--- src/rtl/packet_sender_mc.sv ---
// Multi-channel packet sender: round-robin picks a non-empty channel buffer and
// streams SRC, DST, SIZE, DATA words plus an XOR checksum over a valid/ready link.
module packet_sender_mc #(
  parameter int unsigned UWIDTH    = 8,
  parameter int unsigned PTR_IN_SZ = 4,
  parameter int unsigned NCH       = 2,
  parameter int unsigned SIZE_BITS = 3
) (
  input  logic                    clk,
  input  logic                    rst,
  input  logic [NCH-1:0]          rempty,
  input  logic [NCH*UWIDTH-1:0]   rdata,
  output logic [PTR_IN_SZ-1:0]    raddr,
  output logic [NCH-1:0]          rinc,
  output logic [UWIDTH-1:0]       packet_out,
  output logic                    packet_valid,
  input  logic                    packet_ready,
  output logic                    packet_sop,
  output logic                    packet_eop,
  output logic [NCH-1:0]          grant
);

  localparam int unsigned LG_W = (NCH > 1) ? $clog2(NCH) : 1;

  typedef enum logic [2:0] {
    S_IDLE,
    S_SRC,
    S_DST,
    S_SIZE,
    S_DATA,
    S_CRC
  } state_t;

  state_t               state, state_nxt;
  logic [LG_W-1:0]      last_grant, last_grant_nxt;
  logic [NCH-1:0]       grant_nxt;
  logic [PTR_IN_SZ-1:0] raddr_nxt;
  logic [UWIDTH-1:0]    crc, crc_nxt;
  logic [SIZE_BITS-1:0] dsz, dsz_nxt;
  logic [UWIDTH-1:0]    sel_data;
  logic                 accept;
  logic                 arb_hit;
  logic [NCH-1:0]       arb_grant;
  logic [LG_W-1:0]      arb_idx;

  function automatic int unsigned wrap_idx(input int unsigned base, input int unsigned off);
    return (base + off) % NCH;
  endfunction

  // Round-robin search starting just above the previous winner.
  always_comb begin
    arb_hit   = 1'b0;
    arb_grant = '0;
    arb_idx   = last_grant;
    for (int unsigned i = 1; i <= NCH; i++) begin
      if (!arb_hit && !rempty[wrap_idx(32'(last_grant), i)]) begin
        arb_hit = 1'b1;
        arb_grant[wrap_idx(32'(last_grant), i)] = 1'b1;
        arb_idx = LG_W'(wrap_idx(32'(last_grant), i));
      end
    end
  end

  // Granted channel's buffer word at raddr.
  always_comb begin
    sel_data = '0;
    for (int unsigned i = 0; i < NCH; i++) begin
      if (grant[i]) sel_data = sel_data | rdata[i*UWIDTH +: UWIDTH];
    end
  end

  // Outputs are forced low during reset so a pending beat cannot leak out.
  assign packet_valid = (state != S_IDLE) && !rst;
  assign packet_sop   = (state == S_SRC) && !rst;
  assign packet_eop   = (state == S_CRC) && !rst;
  assign accept       = packet_valid && packet_ready;
  assign packet_out   = (state == S_CRC) ? crc : sel_data;
  assign rinc         = (packet_eop && packet_ready) ? grant : '0;

  always_comb begin
    state_nxt      = state;
    grant_nxt      = grant;
    last_grant_nxt = last_grant;
    raddr_nxt      = raddr;
    crc_nxt        = crc;
    dsz_nxt        = dsz;
    case (state)
      S_IDLE: begin
        if (arb_hit) begin
          state_nxt      = S_SRC;
          grant_nxt      = arb_grant;
          last_grant_nxt = arb_idx;
          raddr_nxt      = '0;
          crc_nxt        = '0;
        end
      end
      S_SRC: begin
        if (accept) begin
          state_nxt = S_DST;
          crc_nxt   = crc ^ sel_data;
          raddr_nxt = raddr + PTR_IN_SZ'(1);
        end
      end
      S_DST: begin
        if (accept) begin
          state_nxt = S_SIZE;
          crc_nxt   = crc ^ sel_data;
          raddr_nxt = raddr + PTR_IN_SZ'(1);
        end
      end
      S_SIZE: begin
        if (accept) begin
          crc_nxt   = crc ^ sel_data;
          raddr_nxt = raddr + PTR_IN_SZ'(1);
          dsz_nxt   = sel_data[SIZE_BITS-1:0];
          state_nxt = (sel_data[SIZE_BITS-1:0] != '0) ? S_DATA : S_CRC;
        end
      end
      S_DATA: begin
        if (accept) begin
          crc_nxt   = crc ^ sel_data;
          raddr_nxt = raddr + PTR_IN_SZ'(1);
          dsz_nxt   = dsz - SIZE_BITS'(1);
          if (dsz == SIZE_BITS'(1)) state_nxt = S_CRC;
        end
      end
      S_CRC: begin
        if (accept) begin
          state_nxt = S_IDLE;
          grant_nxt = '0;
        end
      end
      default: state_nxt = S_IDLE;
    endcase
  end

  always_ff @(posedge clk) begin
    if (rst) begin
      state      <= S_IDLE;
      grant      <= '0;
      last_grant <= LG_W'(NCH - 1);
      raddr      <= '0;
      crc        <= '0;
      dsz        <= '0;
    end else begin
      state      <= state_nxt;
      grant      <= grant_nxt;
      last_grant <= last_grant_nxt;
      raddr      <= raddr_nxt;
      crc        <= crc_nxt;
      dsz        <= dsz_nxt;
    end
  end

endmodule

--- config.mk ---
export PLATFORM = sky130hd
export DESIGN_NAME = packet_sender_mc
export DESIGN_NICKNAME = d
export VERILOG_FILES = /design/src/rtl/packet_sender_mc.sv
export SDC_FILE = /design/constraint.sdc
export NUM_CORES = 1
export LEC_CHECK = 0
export CAP_MARGIN = 20
export CORE_MARGIN = 2
export CORE_UTILIZATION = 25
export DETAILED_ROUTE_END_ITERATION = 16
export GPL_ROUTABILITY_DRIVEN = 0
export SLEW_MARGIN = 20
export SYNTH_ARGS = -nofsm -noshare
export SYNTH_HDL_FRONTEND = slang
export SYNTH_SLANG_ARGS = --single-unit
--- constraint.sdc ---
create_clock -name clk -period 4.6 [get_ports clk]
set_input_delay 0.92 -clock clk [delete_from_list [all_inputs] [get_ports clk]]
set_output_delay 0.92 -clock clk [all_outputs]
set_load 0.05 [all_outputs]
==> results.yml <==
setup_path:
  critPathSlowestCell: "sky130_fd_sc_hd__clkdlybuf4s50_1"
  critical_path.max_fanout: 11
  worst-endpoint-required_ns: 3.68
  end_kind: "output port"
  worst-path-buf-inv: 2
  reg2reg_depth: 4
  critPathMaxStageDelay_ns: 0.85
  timing.critical_path.mode_cell: "sky130_fd_sc_hd__clkdlybuf4s50_1"
  critical_path.top_delay_family: "buffers and inverters"
  timing.critical_path.arrival_ns: 2.96
  cp_cell_instances: "clkdlybuf4s50_1, nand2b_1, nor3_1, clkdlybuf4s50_1"
  crit_cells: 4
  setup.worst_path.start_class: "input pin"
  critPathKind: "in -> out"
routing:
  route.antenna.remaining_nets: 0
  post-route-drc-count: 0
  detailed_route_wirelength_on_metal3_um: 143
  detail_route.wirelength_um: 3607
  wl_per_cell_um: 13.02
  top_signal_layer_used: "met4"
  routed-wl-met2_um: 1541
  routedLengthMet1_um: 1844
  dr.pass1.iters: 4
  drt-initial-drc-count: 46
  detailroute.via_count: 1323
  routed_vias_inst: 4.776
clock_tree:
  setup_buffers_after_cts: 0
  cts.reportedPaths.clkPinSlew_ns: 0.08
  cts_htree_levels: 1
  postCtsHoldBufs: 0
  numClockSinks: 21
  cts_made_buffers: 3
  clock_latency_at_the_later_pin_of_the_worst_skew_pair_ns: 0.26
  cts_tree: "yes"
  cts.root.buffer_cell: "sky130_fd_sc_hd__clkbuf_8"
  post_cts.resized_instances: 0
  cts_max_path_buffers: 2
synthesis:
  syn-instance-count: 174
  seq_area_frac_synth_pct: 30.43
  ys_seq_elements: 21
  yosys.cell_types.count: 43
  syn_avg_cell_area_um2: 7.939
  share_of_async_settable_or_async_resettable_flops_after_synthesis_pct: 0
  synth_nets: 198
  synth_enable_flop_cells: 0
  ys_warn_count: 0
  mapped_area_mm2: 0.001381
  synth_flop_cell: "sky130_fd_sc_hd__dfxtp_1"
final_layout:
  n_fill_cell: 593
  num-nets-final: 230
  antenna-diode-count: 0
  drive_above_1_share_pct: 3.902
  layout_area_overhead_pct: 34.06
timing:
  timing.final.crit_period_ns: 3.880
  max_slew_headroom_at_the_worst_pin_pct: 42.53
  unrepaired_setup_endpoints_after_global_routing: "false"
  final.period_utilization_pct: 84.35
  fmaxAchievable_ghz: 0.2577
  hold_ws_ns: 0.4803
  clock-skew-final_ns: 0.004854
  setup_viol_count_final: 0
  setup_tns_ns: 0
  final-max-slew-violation-count: 0
  max_slew.worst_pin.slew_ns: 0.8605
  timing.final.hold_violations: 0
floorplanning:
  core_area_mm2: 0.005405
  die_height_um: 78.33
  placementRows: 27
  ios: 40
  initial_utilization_pct: 25.56
  design.die.area_mm2: 0.006136
  die_w_um: 78.33
place:
  place_hpwl_um: 2535
  numPortBuffers: 39
run:
  max-cap-violations: 0
power:
  power_leakage_nw: 0.7439
  vdd.ir_drop.worst_v: 0.0001785
  pwr_density_cell_mw_per_mm2: 292.7
global_routing:
  grt_overflow_total: 0
  grt_antenna_before_repair: 0
  grt_max_degree: 20
  first_global_vias: 1291
  grt_usage_pct: 12.08
  grt_pass1_wl_um: 6037
hold_path:
  worst_hold_path.num_cells: 2
  hold_class: "reg -> reg"
status:
  run_status: "finished, final reports clean"
## power breakdown
group          switching [mW]  internal, mW
clock network          0.0647        0.0605
logic                   0.117        0.0830
registers              0.0229         0.194
## flip-flops by register name, summed over array words and instances, names as in the netlist
| name | count |
|---|---|
| raddr | 4 |
| grant | 2 |
| last_grant | 1 |
| crc | 8 |
| dsz | 3 |
| state | 3 |
## worst reg2reg max path, stage by stage (launching register included)
cell                       delay, ns
sky130_fd_sc_hd__dfxtp_1        0.46
sky130_fd_sc_hd__or2_1          0.33
sky130_fd_sc_hd__a211oi_2       0.76
sky130_fd_sc_hd__o21ai_0        0.25
sky130_fd_sc_hd__mux2i_1        0.16
## through the flow
stage               setup WS, ns  util, %  std cells  power [mW]  area, µm²
detailed placement        0.7355    33.40        273      0.4212       1805
global placement          0.7584    33.40        273      0.4206       1805
finish                    0.7201    34.26        277      0.5419       1852
global route              0.5098    34.26        277      0.5718       1852
floorplan                 0.7592        -        174      0.3523       1381
CTS                       0.7272    34.26        277      0.5492       1852
## cell type report
class,count,area [µm²],area share (%)
Tap cell,72,90.09,4.865
Clock inverter,1,5.005,0.2703
Timing Repair Buffer,41,405.4,21.89
Multi-Input combinational cell,131,859.6,46.42
Clock buffer,3,41.29,2.230
Inverter,8,30.03,1.622
Sequential cell,21,420.4,22.70
## cells in the mapped netlist, drive strengths merged, types with 2 or more instances
library cell | count | area, µm²
dfxtp | 21 | 420.4
a21oi | 17 | 96.35
nor2 | 15 | 56.30
mux2i | 12 | 120.1
nand2 | 12 | 45.04
or3 | 11 | 68.82
a22oi | 8 | 60.06
inv | 8 | 30.03
o21ai | 8 | 40.03
o21bai | 8 | 60.06
buf | 7 | 46.29
clkbuf | 7 | 26.28
nor3 | 6 | 30.03
ha | 3 | 37.54
nand3b | 3 | 22.52
a2111oi | 2 | 17.52
a211oi | 2 | 20.02
a31oi | 2 | 12.51
and3 | 2 | 12.51
o31ai | 2 | 15.01
## layer usage
layer | GRT usage (%) | vias up
met5 | 0 | -
met4 | 4.561 | 0
met3 | 3.218 | 6
met2 | 19.05 | 24
met1 | 15.76 | 602
li1 | - | 691
## worst paths after layout
path | startpoint | to | slack [ns]
worst max register to register | state[1]$_SDFFE_PP0P_ | raddr[2]$_SDFFE_PP0P_ | 2.54
worst min-delay path | crc[4]$_SDFFE_PP0P_ | crc[4]$_SDFFE_PP0P_ | 0.48
worst min register to register | crc[4]$_SDFFE_PP0P_ | crc[4]$_SDFFE_PP0P_ | 0.48
worst max-delay path | rst | rinc[1] | 0.72
## placed cells by master (no fill, tap or decap), drive strengths merged, types with 2 or more instances in the layout
cell type      count
and3               2
ha                 3
a21oi             17
nor3               6
a22oi              8
nand2             12
buf                2
inv                8
clkdlybuf4s50     39
clkbuf             3
mux2i             12
dfxtp             21
or3               11
a211oi             2
a31oi              2
nand3b             3
a2111oi            2
o21bai             8
o31ai              2
nor2              15
o21ai              8
## cell families (layout without fill, tap and decap cells)
kind of cell               Yosys count  in the layout  synth area share (%)
adders and majority gates            3              3                 2.718
buffers and inverters               22             53                 7.428
DFF                                 21             21                 30.43
xor gates and xnor gates             2              2                 1.268
and+or+nand+nor                     59             59                 22.37
AOI/OAI and AO/OA                   55             55                 27.08
muxes                               12             12                 8.696
No activity file was read; power rests on OpenSTA's default activity.
==> patch, RTL diff (same settings) <==
Encoding of `state_t`: now one-hot (6 bits for 6 states).
--- a/src/rtl/packet_sender_mc.sv
+++ b/src/rtl/packet_sender_mc.sv
@@ -22,13 +22,13 @@
 
   localparam int unsigned LG_W = (NCH > 1) ? $clog2(NCH) : 1;
 
-  typedef enum logic [2:0] {
-    S_IDLE,
-    S_SRC,
-    S_DST,
-    S_SIZE,
-    S_DATA,
-    S_CRC
+  typedef enum logic [5:0] {
+    S_IDLE = 6'b000001,
+    S_SRC  = 6'b000010,
+    S_DST  = 6'b000100,
+    S_SIZE = 6'b001000,
+    S_DATA = 6'b010000,
+    S_CRC  = 6'b100000
   } state_t;
 
   state_t               state, state_nxt;
Function: no difference found for any inputs over 4 cycles, from zero or initial values and one cycle with rst high; so few cycles prove little.
==> patch against the unedited design <==
  * Synthesized area up 6.0%
  * Cell area up 5.3%
  * Routed wire length up 5.7%
  * Sequential cell count up 3
  * First-iteration DRC count up 78%
  * Critical path depth unchanged
  * Register-to-register slack worse by 250 ps
  * Setup slack better by 200 ps
Power is not compared: it rests on default switching activity, and its combinational part moved more than twofold at a synthesized area within 25%.
==> patch: results (changes against the unedited design) <==
- Clk_lat worst skew: 270 ps
- Seq area share: 0.246 (+0.0194)
- Multi-input combinational cell area: 898 µm² (+4.5%)
- Logic inverters: 3 (-5)
- Largest net degree at the start of global routing: 21 (+5.0%)
- Drt total wl: 3810 µm (+5.7%)
- Portion of the layout cell area used by non-clock buffers: 0.204 (-0.0148)
- Drt first-iter violations: 82 (+78%)
- Yosys warns: 0 (unchanged)
- Post-synthesis sequential area ratio: 0.328 (+0.0239)
- First drt pass iteration count: 4 (unchanged)
- Non-filler cells, final: 290 (+4.7%)
- Setup tns final: 0 ps (unchanged)
- Yosys cell types: 46 (+7.0%)
- Cells after Synth: 190 (+9.2%)
- CP delay by family, top: simple AND/OR/NAND/NOR gates
- Total gr overflow: 0 (unchanged)
- Placed inst area: 1880 µm² (+4.0%)
- Max VDD drop: 0.190 mV
- Die span in x: 80.5 µm (+2.8%)
- Comb_multi_in: 147 (+12%)
- Sink Count: 24 (+14%)
- Synthesized Nets: 214 (+8.1%)
- First-pass GRT wire length: 6340 µm (+5.0%)
- Clock-cell share of area: 0.0366 (+0.0116)
- Vias in the first global route: 1320 (+2.2%)
- Clock buffer depth: 2 (unchanged)
- Nets: 243 (+5.7%)
- Fillers: 594 (+0.17%)
- CTS root buffer: clkbuf_8
- Top flop regs: crc (8), state (6), raddr (4)
- Layout cells sized above 1: 0.0459 (+0.00685)
- WP data arrival: 2760 ps (-200 ps)
- Slew @ Worst Pin: 641 ps (-220 ps)
- DP HPWL: 2780 µm (+9.8%)
- Clock skew: 10.6 ps (+5.74 ps)
- Synth top area cells: dfxtp_1 (33%), a21oi_1 (7.5%), nor2_1 (6.4%), a22oi_1 (4.6%), o21ai_0 (3.8%)
- Leak: 0.691 nW
- CP Max Fanout: 17 (+6)
- CTS buffer count: 3 (unchanged)
- Repair and plain buffers: 40 (-2.4%)
- DR vias: 1506 (+14%)
- Post-synth top cells: nor2_1 (25), dfxtp_1 (24), a21oi_1 (22), o21ai_0 (11)
- Status: finished clean
- GRT Total Usage: 0.121 (+0.000596)
[patch: cell count changes in the layout (fill, tap and decap cells not counted), moves of 6 or more]
cell      delta
o21bai_1     -8
nor2_1      +10
o211ai_1     +6
or3_1        -7
mux2i_1     -10
a21oi_1      +6
nand3_1      +7
[patch: cells by family (layout without fill, tap and decap cells)]
family	after synthesis	after routing	synth area share
flops	24	24	0.328
compound gates	70	70	0.305
mux	2	2	0.0137
buf+inv	19	47	0.0581
simple gates	68	68	0.245
xor+xnor	4	4	0.0239
fa+ha+maj	3	3	0.0256
[patch: through the flow]
step                 util  worst slack [ps]
detailed placement  0.337               945
floorplan               -              1640
global placement    0.337               978
CTS                 0.350               905
finish              0.350               917
global route        0.350               706
[patch: power groups by stage]
stage	registers (mW)	logic, mW	clock network (mW)
4_1_cts	0.280	0.425	0.190
2_1_floorplan	0.264	0.315	0
3_5_place_dp	0.284	0.424	0
6_report	0.280	0.423	0.186
5_1_grt	0.286	0.460	0.197
3_3_place_gp	0.286	0.424	0
[patch: worst reg2reg max path: stages, from the launching register on]
cell     delay (ps)
dfxtp_1         420
nor3_2          390
nand3_1         400
a21o_1          490
or3_1           390
a21oi_1         160
[patch: routing by layer]
layer / GRT usage / vias up / share of wire / wire (µm)
li1: - / 763 / - / -
met1: 0.176 / 689 / 0.48 / 1830
met2: 0.187 / 52 / 0.44 / 1690
met3: 0.0292 / 2 / 0.070 / 268
met4: 0.0153 / 0 / 0.0042 / 16
met5: 0 / - / 0 / 0
[patch: final timing paths]
kind / from / to / slack [ps] / depth (start not counted)
worst max-delay path: state[0] / packet_out[0] / 920 / 4
worst min-delay path: dsz[1] / dsz[1] / 470 / 2
worst max register to register: state[1] / crc[5] / 2290 / 5
worst min register to register: dsz[1] / dsz[1] / 470 / 2
